File: config.mk
export PLATFORM = sky130hd
export DESIGN_NAME = pong_score_fsm
export DESIGN_NICKNAME = d
export VERILOG_FILES = /design/src/rtl/pong_pkg.sv /design/src/rtl/pong_key_edge.sv /design/src/rtl/pong_score_fsm.sv
export SDC_FILE = /design/constraint.sdc
export NUM_CORES = 1
export LEC_CHECK = 0
export CORE_ASPECT_RATIO = 0.7
export CORE_MARGIN = 8
export CORE_UTILIZATION = 35
export DETAILED_ROUTE_END_ITERATION = 8
export GPL_TIMING_DRIVEN = 1
export HOLD_SLACK_MARGIN = 0.1
export PLACE_DENSITY = 0.54
export SYNTH_ARGS = -nofsm -noshare
export SYNTH_HDL_FRONTEND = slang
export SYNTH_SLANG_ARGS = --single-unit
File: constraint.sdc
create_clock -name clock -period 2.6 [get_ports clock]
set_clock_uncertainty 0.15 [all_clocks]
set_input_delay 0.26 -clock clock [delete_from_list [all_inputs] [get_ports clock]]
set_output_delay 0.26 -clock clock [all_outputs]
set_load 0.05 [all_outputs]
File: src/rtl/pong_pkg.sv
// Shared Pong definitions: match FSM states, player encoding and screen geometry.
package pong_pkg;

    localparam int LCD_WIDTH  = 240;
    localparam int LCD_HEIGHT = 320;

    typedef enum logic [2:0] {
        IDLE      = 3'd0,
        SERVE     = 3'd1,
        PLAY      = 3'd2,
        POINT     = 3'd3,
        GAME_OVER = 3'd4
    } state_t;

    typedef enum logic [1:0] {
        P_NONE = 2'b00,
        P1     = 2'b01,
        P2     = 2'b10
    } player_t;

endpackage

File: src/rtl/pong_key_edge.sv
// Synchroniser and press detector for an active-low push-button; press is one clock wide,
// three clocks after the pin falls.
module pong_key_edge (
    input  logic clock,
    input  logic resetApp,
    input  logic key_n,
    output logic press
);

    logic sync_1;
    logic sync_2;
    logic sync_2_d;
    logic valid_1;
    logic valid_2;
    logic armed;

    // A key held through reset must be seen released before a press can count.
    always_ff @(posedge clock or posedge resetApp) begin
        if (resetApp) begin
            sync_1   <= 1'b1;
            sync_2   <= 1'b1;
            sync_2_d <= 1'b1;
            valid_1  <= 1'b0;
            valid_2  <= 1'b0;
            armed    <= 1'b0;
            press    <= 1'b0;
        end else begin
            sync_1   <= key_n;
            sync_2   <= sync_1;
            sync_2_d <= sync_2;
            valid_1  <= 1'b1;
            valid_2  <= valid_1;
            armed    <= armed | (valid_2 & sync_2);
            press    <= armed & sync_2_d & ~sync_2;
        end
    end

endmodule

File: src/rtl/pong_score_fsm.sv
// Pong match controller: goal detection, scoring, serve timing and game-over handling.
// Optional auto-restart from GAME_OVER is enabled by defining PONG_AUTO_RESTART_EN.
module pong_score_fsm
    import pong_pkg::*;
#(
    parameter int MAX_SCORE   = 10,
    parameter int TOP_LINE    = 8,
    parameter int BOT_LINE    = LCD_HEIGHT - 9,
    parameter int SERVE_TICKS = 60
`ifdef PONG_AUTO_RESTART_EN
    ,
    parameter int RESTART_TICKS = 150
`endif
) (
    input  logic       clock,
    input  logic       resetApp,
    input  logic       game_tick,
    input  logic [8:0] ball_y,
    input  logic       start_n,
    output logic [3:0] score_1,
    output logic [3:0] score_2,
    output logic       ball_hold,
    output logic       serve_dir,
    output logic       point_pulse,
    output logic       game_over,
    output logic [1:0] winner,
    output logic [2:0] state_dbg
);

    localparam int             CW         = $clog2(SERVE_TICKS + 1);
    localparam logic [CW-1:0]  SERVE_LOAD = CW'(SERVE_TICKS - 1);

    state_t        state;
    player_t       scorer;
    logic [CW-1:0] serve_cnt;
    logic          start_evt;
    logic          restart;

    pong_key_edge u_start_key (
        .clock    (clock),
        .resetApp (resetApp),
        .key_n    (start_n),
        .press    (start_evt)
    );

`ifdef PONG_AUTO_RESTART_EN
    localparam int             RW           = $clog2(RESTART_TICKS + 1);
    localparam logic [RW-1:0]  RESTART_LAST = RW'(RESTART_TICKS - 1);

    logic [RW-1:0] restart_cnt;

    // Counts game ticks spent in GAME_OVER; cleared whenever the match is not over.
    always_ff @(posedge clock or posedge resetApp) begin
        if (resetApp) begin
            restart_cnt <= '0;
        end else if (state != GAME_OVER || restart) begin
            restart_cnt <= '0;
        end else if (game_tick) begin
            restart_cnt <= restart_cnt + 1'b1;
        end
    end

    assign restart = start_evt || (state == GAME_OVER && game_tick && restart_cnt == RESTART_LAST);
`else
    assign restart = start_evt;
`endif

    assign state_dbg = state;

    always_ff @(posedge clock or posedge resetApp) begin
        if (resetApp) begin
            state       <= IDLE;
            scorer      <= P_NONE;
            serve_cnt   <= '0;
            score_1     <= 4'd0;
            score_2     <= 4'd0;
            ball_hold   <= 1'b1;
            serve_dir   <= 1'b0;
            point_pulse <= 1'b0;
            game_over   <= 1'b0;
            winner      <= P_NONE;
        end else begin
            point_pulse <= 1'b0;
            unique case (state)
                IDLE: begin
                    if (start_evt) begin
                        state     <= SERVE;
                        score_1   <= 4'd0;
                        score_2   <= 4'd0;
                        serve_cnt <= SERVE_LOAD;
                    end
                end
                SERVE: begin
                    if (game_tick) begin
                        if (serve_cnt == '0) begin
                            state     <= PLAY;
                            ball_hold <= 1'b0;
                        end else begin
                            serve_cnt <= serve_cnt - 1'b1;
                        end
                    end
                end
                PLAY: begin
                    // Score and pulse land on the same edge that enters POINT.
                    if (game_tick && ball_y < 9'(TOP_LINE)) begin
                        state       <= POINT;
                        scorer      <= P1;
                        score_1     <= score_1 + 4'd1;
                        serve_dir   <= 1'b0;
                        point_pulse <= 1'b1;
                        ball_hold   <= 1'b1;
                    end else if (game_tick && ball_y > 9'(BOT_LINE)) begin
                        state       <= POINT;
                        scorer      <= P2;
                        score_2     <= score_2 + 4'd1;
                        serve_dir   <= 1'b1;
                        point_pulse <= 1'b1;
                        ball_hold   <= 1'b1;
                    end
                end
                POINT: begin
                    if (((scorer == P1) ? score_1 : score_2) == 4'(MAX_SCORE)) begin
                        state     <= GAME_OVER;
                        game_over <= 1'b1;
                        winner    <= scorer;
                    end else begin
                        state     <= SERVE;
                        serve_cnt <= SERVE_LOAD;
                    end
                end
                GAME_OVER: begin
                    if (restart) begin
                        state     <= SERVE;
                        score_1   <= 4'd0;
                        score_2   <= 4'd0;
                        winner    <= P_NONE;
                        serve_dir <= 1'b0;
                        game_over <= 1'b0;
                        serve_cnt <= SERVE_LOAD;
                    end
                end
                default: begin
                    state     <= IDLE;
                    ball_hold <= 1'b1;
                end
            endcase
        end
    end

endmodule

# Word-level counts from Yosys, hierarchy flattened
# Index checks and enable logic that the tools add are counted.
# W data, S select, Z words.
# word_totals
regBits	32
input_bits	13
output_inout_bits	17
wordCells	101
# op_classes
addsub	3
magnitude_cmp	2
eq_ne	17
mux	37
bitwise_logic	6
n_reduce_logical	19
# op_table
op	count
$mux W6	4
$mux W4	5
$mux W3	6
$pmux W6 S3	1
$ne A2 B2 Y1 const B	8
$pmux W4 S2	2
$pmux W3 S4	1
$reduce_and A4 Y1	3
$mux W1	10
$gt A9 B9 Y1 const B	1
$lt A9 B4 Y1 const B	1
$reduce_and A3 Y1	3
$add A4 B1 Y4 const B	2
$mux W2	4
$reduce_bool A2 Y1	4
$eq A3 B2 Y1 const B	2
$logic_not A6 Y1	1
$sub A6 B1 Y6 const B	1
$reduce_and A5 Y1	1
$eq A4 B4 Y1 const B	1
$ne A2 B1 Y1 const B	2
$pmux W1 S2	2
$pmux W2 S2	1
$and A1 B1 Y1	3
13 further kinds	15

# Longest topological paths before layout
# depth
depth_word	5
ltp_mapped	6
mapped_depth_nobuf	6

# Modules after synthesis
# A second synthesis with hierarchy kept.
# unflattened
cells_unflattened	149
area_unflattened_um2	1575.3
# by_module_without_submodules
module	instances	cells_per_inst	area_per_inst_um2	seq_area_each_um2
pong_score_fsm	1	138	1371.3	626.9
pong_key_edge	1	11	203.9	178.9

# Worst setup path after synthesis
# Ideal clock, no wire load.
# synth_path
path_type	flip-flop to flip-flop
from	register state[0], in the netlist state_dbg[0]
to	register score_2[2]
setup_ps	126
t_arrival_ps	2023
required_time_ps	2324
slack_ps	301
stages_incl_launch_ff	6
n_path_buf	2
synth_period_minus_slack_ps	2299
path_cell_list	dfrtp_1 buf_6 or3b_4 or3_1 buf_6 a311o_1
# synth_via
elab_chain_len	4
word_cells_on_any_way	10
classes_between	5 x eq/ne; 1 x mux; 4 x reduce/logical
# synth_lines
element	line	text
from (decl)	pong_score_fsm.sv:33	state_t state;
from (signal assigned)	pong_score_fsm.sv:72	state <= IDLE;
from (signal assigned)	pong_score_fsm.sv:87	state <= SERVE;
from (signal assigned)	pong_score_fsm.sv:96	state <= PLAY;
$eq A3 B3 Y1 or $logic_not A3 Y1 (tied branches)	pong_score_fsm.sv:84	unique case (state)
$reduce_or A2 Y1 (no source line)	n/a	
$ne A2 B1 Y1 (no source line) or $reduce_bool A2 Y1 (tied branches)	n/a	
$reduce_and A4 Y1 (no source line)	n/a	
to (signal assigned)	pong_score_fsm.sv:115	score_2 <= score_2 + 4'd1;
to (decl)	pong_score_fsm.sv:21	output logic [3:0] score_2,
# Parallel ways exist; a longest one is shown, timed or not.
# A chain may end at the register's enable or synchronous reset.

# Worst setup path after layout
# layout_path
from	register serve_cnt[0]
to	register serve_cnt[1]
# layout_via
elab_chain_len	4
word_cells_on_any_way	7
classes_between	1 x add/sub; 1 x eq/ne; 3 x mux; 2 x reduce/logical
# layout_lines
element	line	text
from (decl)	pong_score_fsm.sv:35	logic [CW-1:0] serve_cnt;
from (signal assigned)	pong_score_fsm.sv:99	serve_cnt <= serve_cnt - 1'b1;
$sub A6 B1 Y6	pong_score_fsm.sv:99	
$mux W6	pong_score_fsm.sv:95	if (serve_cnt == '0) begin
$mux W6	pong_score_fsm.sv:94	if (game_tick) begin
$pmux W6 S3	pong_score_fsm.sv:84	
# Parallel ways exist; a longest one is shown, timed or not. The select of a mux whose other input is x is not followed.

==> reports/metrics.sh <==
AREA.GROWTH.SYNTH_TO_FINAL_PCT=27.4
SYNTH-EDFF-COUNT=0
POWER.SWITCHING_FRACTION_PCT=28.9
POSTPLACECELLAREA_UM2=1940
DRT_FIRST_PASS_ITERS=4
WORSTHOLDPATHTYPE='in2async'
CP_CELL_SEQUENCE='inv_1, ha_1, or4b_1, o211ai_1, a22oi_1, mux2_2'
POSTCTSSETUPBUFFERS=0
CP_DATA_ARRIVAL_TIME_NS=2.25
SYNTH_TOP_CELLS_BY_AREA='dfrtp_1, dfstp_2, o21ai_0'
SYNTH_TOP_AREA_CELL='dfrtp_1'
ASYNCSETRESETFLOPFRACSYNTH_PCT=100
DETAILROUTE.VIA_COUNT=1341
R2R-START='serve_cnt[0]$_DFFE_PP0P_'
DRV.MAX_CAP_VIOLATION_COUNT=0
SYNTH.YOSYS.WARNINGS=0
POSTLAYOUTCELLAREA_UM2=2040
P_TOTAL_mW=1.16
POWER.NET_SWITCHING_mW=0.334
HTREE_LEVELS=2
FINAL-INSTANCE-COUNT-EXCL-FILL=250
CLKTRANSATPATHREGS_NS=0.07
DIE_H_UM=72.6
BIGGEST_FANOUT_ALONG_THE_WORST_TIMING_PATH=4
REG2REG_SETUP_SLACK_NS=0.37
DP.FINAL_HPWL_MM=2.89
FINAL_LAYOUT_SIZE_SUFFIX_GT1_SHARE_PCT=12.3
GRT_UTIL_ALL_LAYERS_PCT=11.6
SYNTH_TOP_AREA_SHARE_PCT=43.8
DIE_WIDTH_UM=96.8
WORSTSKEWPAIRLATENCY_NS=0.29
GRT_PASS1_WL_MM=6.72
WORST-R2R-CELL-COUNT=6
SHARE_CLK_OF_TOTAL_POWER_PCT=34.8
MAXCLOCKFREQUENCY_MHz=448
POST_DRT_VIA_CELL_RATIO=5.36
HOLD_BUFFERS=0
CLOCK_SINK_COUNT=32
FINALMAXSLEWVIOLATIONS=0
CTS-ROOT-TO-SINK-BUFFERS=2
WORST_SETUP_PATH_END_KIND='register'
CRIT_PATH_TOP_DELAY_CELL='or4b_1'
CTS_TREE='built'
VIAS_IN_THE_FIRST_GLOBAL_ROUTE=1342
POWER_LEAKAGE_nW=0.879
POSTROUTEWIRELENGTH_MM=3.78
INSERTEDDIODECOUNT=0
MIN_PERIOD_OVER_PERIOD_PCT=85.9
DRTITER0DRC=65
SYN_AREA_UM2=1600
SYNTH-SEQ-AREA-SHARE_PCT=50.4
WORST_SETUP_SLACK_AFTER_LAYOUT_NS=0.366
SYN_NETS=176
INITIAL_CORE_UTIL_PCT=36.5
WORST_SETUP_PATH_START_KIND='register'
DRT_DRC_VIOLATIONS_LEFT=0
TRANSITION_TIME_AT_THE_PIN_WITH_THE_LEAST_SLEW_MARGIN_NS=0.511
SETUP-VIOLATIONS-FINAL=0
SYNTHESIS.AREA_PER_INSTANCE_UM2=10.1
COMB_POWER_SHARE_PCT=15.6
CORE_REGION_AREA_UM2=4380
REG2REG_TO='serve_cnt[1]$_DFFE_PP0P_'
DIEAREA_UM2=7030
INTERNAL-POWER_mW=0.822
POST_DRT_WL_PER_CELL_UM=15.1
MULTIINPUTGATEAREA_UM2=719
FINAL_HOLD_VIOL_COUNT=0
POST-ROUTE-MIN-PERIOD_NS=2.23
DRTANTENNAVIOLNETS=0
REGISTER_AREA_UM2=806
CP.REQUIRED_NS=2.62
STD_CELL_ROWS=20
OUTCOME='finished clean'
GRT-OVFL-TOTAL=0
FLOORPLAN.IO_PINS=30
CTS_REPAIR_RESIZE_COUNT=0
CRITICAL-PATH-MAX-STAGE-DELAY_NS=0.51
SYNTH.LIB_CELLS_USED.DISTINCT=47
CRITPATHCAPTURE='serve_cnt[1]$_DFFE_PP0P_'
POWER-PER-CELL-AREA_nW_PER_UM2=567
REL_SLEW_SLACK_PCT=65.8
CTS_INSERTED_BUFFERS=5
PORT-BUFFER-COUNT=26
POWER.SEQUENTIAL.FRACTION_PCT=49.5
GP_CONGESTION=0.822
SYNTH-SEQ-CELLS=32
POWER.IR.VDD_WORST_uV=261
N_FILL_CELL=418
RSZ0062_AT_GRT='false'
YOSYS_MOST_USED_DFF='dfrtp_1'
PRE_CTS_SETUP_SLACK_NS=0.389
FINAL.SETUP.TNS_NS=0
NETLIST_INSTANCES=159
DP.CELLS=242
GRT_ANTENNA_BEFORE_REPAIR=0
NUM-NETS-FINAL=211
ROOT_BUFFER='clkbuf_8'
LARGEST_NET_DEGREE_AT_THE_START_OF_GLOBAL_ROUTING=24
CRITPATHLAUNCH='serve_cnt[0]$_DFFE_PP0P_'
TIMING.SETUP.CRITICAL_PATH_CLASS='reg2reg'
-- cell usage in the layout, fill, tap and decap left out, types with 3 or more instances in the layout --
cell type        synthesis  routed
nand3_1                  9       9
clkbuf_8                 0       6
nor2b_1                  3       3
a21oi_1                  6       6
clkdlybuf4s50_1          0      26
nor3_1                   3       3
o211ai_1                 4       4
a21o_1                   3       3
nor4_1                   3       3
nand2_1                 14      14
o21ai_0                 11      11
nor2_1                  10      10
ha_1                     4       4
dfrtp_1                 28      28
dfstp_2                  4       4
buf_4                    0       6
inv_1                   12      12
-- cell usage after synthesis (3+ instances only) --
| master | n |
|---|---|
| o21ai_0 | 11 |
| nor2b_1 | 3 |
| inv_1 | 12 |
| dfstp_2 | 4 |
| nor3_1 | 3 |
| o211ai_1 | 4 |
| a21oi_1 | 6 |
| nor4_1 | 3 |
| dfrtp_1 | 28 |
| ha_1 | 4 |
| a21o_1 | 3 |
| nor2_1 | 10 |
| nand3_1 | 9 |
| nand2_1 | 14 |
-- flip-flops by register name, indices dropped and copies added, names as in the netlist --
signal                count
u_start_key.press         1
serve_cnt                 6
u_start_key.sync_2        1
u_start_key.sync_2_d      1
u_start_key.sync_1        1
u_start_key.valid_2       1
scorer                    2
winner                    2
game_over                 1
u_start_key.valid_1       1
state_dbg                 3
score_2                   4
point_pulse               1
ball_hold                 1
u_start_key.armed         1
serve_dir                 1
score_1                   4
-- stage by stage --
stage          hold slack (ns)  utilization [%]
2_1_floorplan            0.114                -
3_3_place_gp             0.182             44.4
3_5_place_dp             0.186             44.4
4_1_cts                  0.114             46.5
5_1_grt                  0.139             46.5
6_report                0.0982             46.5
-- area by class of cell --
class                      instances  area share, %
inverter                          12           2.21
clock buffer                       7           4.24
sequential                        32           39.5
timing repair buffer              32           15.0
multi-input combinational        111           35.3
tap                               55           3.38
clock inverter                     1          0.368
-- power groups by stage --
stage / registers [mW] / logic [mW] / clock network (mW)
floorplan: 0.591 / 0.102 / 0
detailed placement: 0.580 / 0.181 / 0
finish: 0.572 / 0.181 / 0.403
global placement: 0.579 / 0.172 / 0
global route: 0.580 / 0.198 / 0.436
CTS: 0.572 / 0.181 / 0.416
-- kinds of logic after synthesis --
family,Yosys count,share of synthesized area (%)
buffers and inverters,16,4.69
AND/OR/NAND/NOR,61,21.3
flip-flops,32,50.4
multiplexers,3,2.03
AO/OA/AOI/OAI,41,17.7
XOR/XNOR,1,0.547
other,1,0.234
adder cells (fa/ha/maj),4,3.13
-- worst max-delay path, delay by kind of cell, from the launching register on --
| family | cells | cell delay, ns |
|---|---|---|
| buffers and inverters | 1 | 0.12 |
| DFF | 1 | 0.41 |
| AOI/OAI and AO/OA | 2 | 0.45 |
| adders and majority gates | 1 | 0.16 |
| and+or+nand+nor | 1 | 0.51 |
| muxes | 1 | 0.30 |
-- routing by layer --
layer / track usage [%] / up-vias / wire length, um
met1: 15.8 / 649 / 2000
met2: 15.6 / 34 / 1470
met5: 0 / - / 0
met4: 5.60 / 0 / 53
met3: 4.45 / 6 / 257
li1: - / 652 / -
-- how the worst min path moves through the flow --
stage / slack, ns / cells after the start / from / endpoint
after global routing: 0.14 / 2 / resetApp / point_pulse$_DFF_PP0_
after detailed placement: 0.19 / 0 / u_start_key.valid_1$_DFF_PP0_ / u_start_key.valid_2$_DFF_PP0_
final: 0.1 / 2 / resetApp / point_pulse$_DFF_PP0_
after floorplan: 0.11 / 0 / start_n / u_start_key.sync_1$_DFF_PP1_
after CTS: 0.11 / 2 / resetApp / point_pulse$_DFF_PP0_
after global placement: 0.18 / 0 / u_start_key.valid_1$_DFF_PP0_ / u_start_key.valid_2$_DFF_PP0_
Note: power is estimated with default switching activity, not from simulation.
